File: config.mk
export PLATFORM = sky130hd
export DESIGN_NAME = coo_encoder
export DESIGN_NICKNAME = d
export VERILOG_FILES = /design/src/rtl/coo_encoder.sv
export SDC_FILE = /design/constraint.sdc
export NUM_CORES = 1
export LEC_CHECK = 0
export CAP_MARGIN = 0
export CORE_ASPECT_RATIO = 0.6
export CORE_UTILIZATION = 25
export CTS_CLUSTER_DIAMETER = 120
export DETAILED_ROUTE_END_ITERATION = 7
export PLACE_DENSITY = 0.41
export SLEW_MARGIN = 20
export SYNTH_ARGS = -nofsm -noshare
export SYNTH_HDL_FRONTEND = slang
export SYNTH_SLANG_ARGS = --single-unit
File: constraint.sdc
create_clock -name clk -period 4.66 [get_ports clk]
set_clock_uncertainty 0.2 [all_clocks]
set_input_delay 1.398 -clock clk [delete_from_list [all_inputs] [get_ports clk]]
set_output_delay 1.398 -clock clk [all_outputs]
set_load 0.005 [all_outputs]
File: src/rtl/coo_encoder.sv
`default_nettype none
// ============================================================================
// Module      : coo_encoder
// Description : Scans a dense adjacency matrix row by row and streams one
//               packed {src, dst} COO entry per set bit over valid/ready.
// Revision    : 1.0 - initial release
// ============================================================================
module coo_encoder #(
    parameter int NUM_NODES       = 6,
    parameter int COO_BW          = 3,
    parameter int ADDR_WIDTH      = 3,
    parameter int COO_ONE_INDEXED = 1,
    parameter int CNT_WIDTH       = 6
) (
    input  logic                    clk,
    input  logic                    reset_n,
    input  logic                    start,
    output logic                    adj_rd_en,
    output logic [ADDR_WIDTH-1:0]   adj_addr,
    input  logic [NUM_NODES-1:0]    adj_rdata,
    output logic [2*COO_BW-1:0]     coo_out,
    output logic                    coo_valid,
    input  logic                    coo_ready,
    output logic [CNT_WIDTH-1:0]    edge_count,
    output logic                    busy,
    output logic                    done
);

    localparam int c_col_w = (NUM_NODES > 1) ? $clog2(NUM_NODES) : 1;

    generate
        if (NUM_NODES - 1 + COO_ONE_INDEXED >= (1 << COO_BW)) begin : g_bad_coo_bw
            $error("coo_encoder: COO_BW too narrow for NUM_NODES and index offset");
        end
        if ((1 << ADDR_WIDTH) < NUM_NODES) begin : g_bad_addr_width
            $error("coo_encoder: ADDR_WIDTH too narrow for NUM_NODES rows");
        end
        if ((1 << CNT_WIDTH) <= NUM_NODES * NUM_NODES) begin : g_bad_cnt_width
            $error("coo_encoder: CNT_WIDTH cannot hold NUM_NODES*NUM_NODES edges");
        end
    endgenerate

    typedef enum logic [2:0] {
        S_IDLE  = 3'd0,
        S_READ  = 3'd1,
        S_LOAD  = 3'd2,
        S_SCAN  = 3'd3,
        S_FLUSH = 3'd4,
        S_DONE  = 3'd5
    } state_t;

    state_t                 r_state;
    state_t                 w_state_nxt;
    logic [ADDR_WIDTH-1:0]  r_row;
    logic [c_col_w-1:0]     r_col;
    logic [NUM_NODES-1:0]   r_row_reg;
    logic [2*COO_BW-1:0]    r_coo_out;
    logic                   r_coo_valid;
    logic [CNT_WIDTH-1:0]   r_edge_count;

    logic                   w_accept;
    logic                   w_can_load;
    logic                   w_bit;
    logic                   w_emit;
    logic                   w_advance;
    logic                   w_col_last;
    logic                   w_row_last;
    logic [COO_BW-1:0]      w_src;
    logic [COO_BW-1:0]      w_dst;

    // The output register may refill in the same cycle its current entry is taken.
    assign w_accept   = r_coo_valid & coo_ready;
    assign w_can_load = ~r_coo_valid | coo_ready;
    assign w_bit      = r_row_reg[r_col];
    assign w_emit     = (r_state == S_SCAN) & w_bit & w_can_load;
    assign w_advance  = (r_state == S_SCAN) & (~w_bit | w_can_load);
    assign w_col_last = (r_col == c_col_w'(NUM_NODES - 1));
    assign w_row_last = (r_row == ADDR_WIDTH'(NUM_NODES - 1));
    assign w_src      = COO_BW'(r_row) + COO_BW'(COO_ONE_INDEXED);
    assign w_dst      = COO_BW'(r_col) + COO_BW'(COO_ONE_INDEXED);

    always_ff @(posedge clk or negedge reset_n) begin
        if (!reset_n) begin
            r_state <= S_IDLE;
        end else begin
            r_state <= w_state_nxt;
        end
    end

    always_comb begin
        w_state_nxt = r_state;
        adj_rd_en   = 1'b0;
        busy        = 1'b1;
        done        = 1'b0;
        case (r_state)
            S_IDLE: begin
                busy = 1'b0;
                if (start) begin
                    w_state_nxt = S_READ;
                end
            end
            S_READ: begin
                adj_rd_en   = 1'b1;
                w_state_nxt = S_LOAD;
            end
            S_LOAD: begin
                w_state_nxt = S_SCAN;
            end
            S_SCAN: begin
                if (w_advance && w_col_last) begin
                    w_state_nxt = w_row_last ? S_FLUSH : S_READ;
                end
            end
            S_FLUSH: begin
                if (!r_coo_valid || coo_ready) begin
                    w_state_nxt = S_DONE;
                end
            end
            S_DONE: begin
                done        = 1'b1;
                w_state_nxt = S_IDLE;
            end
            default: begin
                w_state_nxt = S_IDLE;
            end
        endcase
    end

    always_ff @(posedge clk or negedge reset_n) begin
        if (!reset_n) begin
            r_row        <= '0;
            r_col        <= '0;
            r_row_reg    <= '0;
            r_coo_out    <= '0;
            r_coo_valid  <= 1'b0;
            r_edge_count <= '0;
        end else begin
            if ((r_state == S_IDLE) && start) begin
                r_edge_count <= '0;
                r_row        <= '0;
            end else if (w_accept) begin
                r_edge_count <= r_edge_count + 1'b1;
            end

            if (r_state == S_LOAD) begin
                r_row_reg <= adj_rdata;
                r_col     <= '0;
            end

            if (w_advance) begin
                if (w_col_last) begin
                    r_col <= '0;
                    if (!w_row_last) begin
                        r_row <= r_row + 1'b1;
                    end
                end else begin
                    r_col <= r_col + 1'b1;
                end
            end

            if (w_emit) begin
                r_coo_out   <= {w_src, w_dst};
                r_coo_valid <= 1'b1;
            end else if (w_accept) begin
                r_coo_valid <= 1'b0;
            end
        end
    end

    assign adj_addr   = r_row;
    assign coo_out    = r_coo_out;
    assign coo_valid  = r_coo_valid;
    assign edge_count = r_edge_count;

endmodule
`default_nettype wire

==> flow_summary.yaml <==
yosys:
  synth_edf_count: 0
  synthArstFlopShare_pct: 100
  flops_latches_synth: 28
  synthFlopType: "dfrtp_1"
  synthesis.area_um2: 1500
  synth_area_per_cell_um2: 9.71
  synthCells: 154
  yosys.cell_count.top_type: "nand2_1"
  post_synth_top_area_cell: "dfrtp_1"
  synth_top_cells_by_count: "34 x nand2_1, 28 x dfrtp_1, 10 x nor2_1"
  yosys_warnings: 0
  synth_sequential_area_ratio_pct: 46.9
  synth.net_count: 170
  post_synth_main_area_contributors: "dfrtp_1 47%, nand2_1 8.5%, mux2i_1 5.4%, ha_1 5.0%, o21ai_0 3.0%"
  yosysTopAreaCellShare_pct: 46.9
  yosysUniqueCellTypes: 39
floorplan:
  start_util_pct: 26.3
  die_x_um: 102
  core.rowCount: 21
  fp.dieH_um: 61.9
  coreArea_um2: 5680
  io-pin-count: 29
  die_area_um2: 6300
timing:
  setup_viol: 0
  worst-slew-pin-transition_ns: 0.732
  final.setup.tns_ns: 0
  postLayoutSetupSlackWorst_ns: 1.43
  fmax_ghz: 0.310
  layout_worst_path_cycle_share_pct: 69.3
  final-hold-violation-count: 0
  rsz0062_at_grt: "false"
  final_period_minus_worst_setup_slack_ns: 3.23
  holdWs_ns: 0.285
  timing.slew.headroom_pct: 51.1
  final_max_slew_viol_count: 0
clock_tree:
  clock_tree.root_cell: "clkbuf_8"
  postCtsSetupBuffers: 0
  cts_tree: "yes"
  clock-sinks: 28
  htreeDepth: 1
  cts.reportedPaths.clkPinSlew_ns: 0.10
  ctsLongestPathBuffers: 2
  cts_hold_repair.buffers: 0
  cts_made_buffers: 3
  clock_latency_ns: 0.27
  post_cts.resized_instances: 0
layout:
  num_antenna_cells: 0
  final_net_count: 195
  drive_above_1_share_pct: 7.87
  final_design_utilization_pct: 33.3
  nFillCells: 601
  layout-area-overhead-vs-synth_pct: 26.5
  fin_area_um2: 1890
hold_path:
  hold_path_depth: 2
  hold_path_startpoint: "coo_out[0]$_DFFE_PN0P_"
  holdCritPathClass: "reg2reg"
critical_path:
  r2r_start: "r_col[0]$_DFFE_PN0P_"
  critPathMaxFanout: 9
  worst_setup_path_end_kind: "output pin"
  critical_path_required_ns: 3.06
  cp_data_arrival_time_ns: 1.63
  worstRegToRegCells: 4
  cp-startpoint: "r_state[0]$_DFFE_PN0P_"
  worstSetupPathType: "reg2out"
  crit_path_start_kind: "flop"
power:
  powerDensity_nw_per_um2: 614
  cellLeakagePower_nw: 0.816
  vdd.ir_drop.worst_mv: 0.209
status:
  run_status: "complete, no violations"
placed_design:
  place.detailed.hpwl_um: 2470
  dp_slack_ns: 1.31
  place_congestion: 0.790
  placed_cell_area_um2: 1840
  portBuffers: 28
routing:
  drt-vias-per-instance: 4.40
  post-route-drc-count: 0
  finalWirelength_um: 3340
  avgRoutedWirePerCell_um: 12.9
  drt.antenna.violating_nets: 0
  vias: 1136
  count_of_routing_violations_after_the_opening_detailed_route_iteration: 16
  detailedRoute.firstPassIterationCount: 4
global_routing:
  grt_overflow_total: 0
  grt_pass1_wl_um: 5280
  gr-usage-all-layers_pct: 11.3
  first_global_vias: 1045
  grt_start_max_net_pins: 29
  antenna_found_initial: 0
flow_run:
  maxCapViolCount: 0
-- report_power, final --
part           total [mW]  switching, mW  internal (mW)
clock               0.151         0.0756         0.0757
combinational       0.546          0.267          0.280
sequential          0.465          0.117          0.348
-- worst paths after layout --
kind / endpoint / slack (ns)
min in group asynchronous: adj_addr[0]$_DFF_PN0_ / 1.30
max in group asynchronous: r_state[2]$_DFFE_PN0P_ / 2.69
worst max-delay path: adj_rd_en / 1.43
worst min-delay path: coo_out[0]$_DFFE_PN0P_ / 0.28
worst min register to register: coo_out[0]$_DFFE_PN0P_ / 0.28
worst max register to register: coo_out[2]$_DFFE_PN0P_ / 2.42
-- per-layer routing --
metal / wire [um] / track usage [%] / vias to the layer above
met5: 0 / 0 / -
met3: 151 / 3.36 / 2
met2: 1340 / 15.8 / 23
met1: 1830 / 17.0 / 534
met4: 15 / 2.45 / 0
li1: - / - / 577
-- cell type report --
class	instances	area, um^2	share of cell area, %
Timing Repair Buffer	29	288	15.2
Inverter	5	18.8	0.992
Sequential cell	28	701	37.0
Tap cell	80	100	5.29
Multi-Input combinational cell	112	729	38.6
Clock buffer	4	55.1	2.91
-- placed cells by master, fill, tap and decap left out, types with 2 or more instances in the layout --
cell             netlist  routed
nor2_1                10      10
clkbuf_8               0       4
nand4_1                2       2
inv_1                  5       5
nand3_1                3       3
nand2_1               34      34
mux2i_1                8       8
and2_1                 2       2
ha_1                   6       6
nor3b_1                3       3
clkdlybuf4s50_1        0      28
or3b_2                 2       2
nor3_1                 4       4
nand2b_1               2       2
o21ai_0                9       9
dfrtp_1               28      28
xor2_1                 4       4
xnor2_1                3       3
-- kinds of logic after synthesis --
family / after synthesis / synth area share, %
AO/OA/AOI/OAI: 17 / 7.28
flip-flops: 28 / 46.9
adder cells (fa/ha/maj): 6 / 5.02
AND/OR/NAND/NOR: 74 / 26.5
multiplexers: 8 / 5.36
XOR/XNOR: 7 / 4.10
buffers and inverters: 14 / 4.85
-- metrics by stage --
step / power, mW / instances
6_report: 1.16 / 258
3_3_place_gp: 0.995 / 254
3_5_place_dp: 1.02 / 254
4_1_cts: 1.18 / 258
2_1_floorplan: 0.798 / 154
5_1_grt: 1.28 / 258
-- critical path, stage by stage, from the launching register on --
cell and delay, ns:
dfrtp_1 0.50, nor3b_1 0.30, clkdlybuf4s50_1 0.56
(Power assumes the default switching activity.)
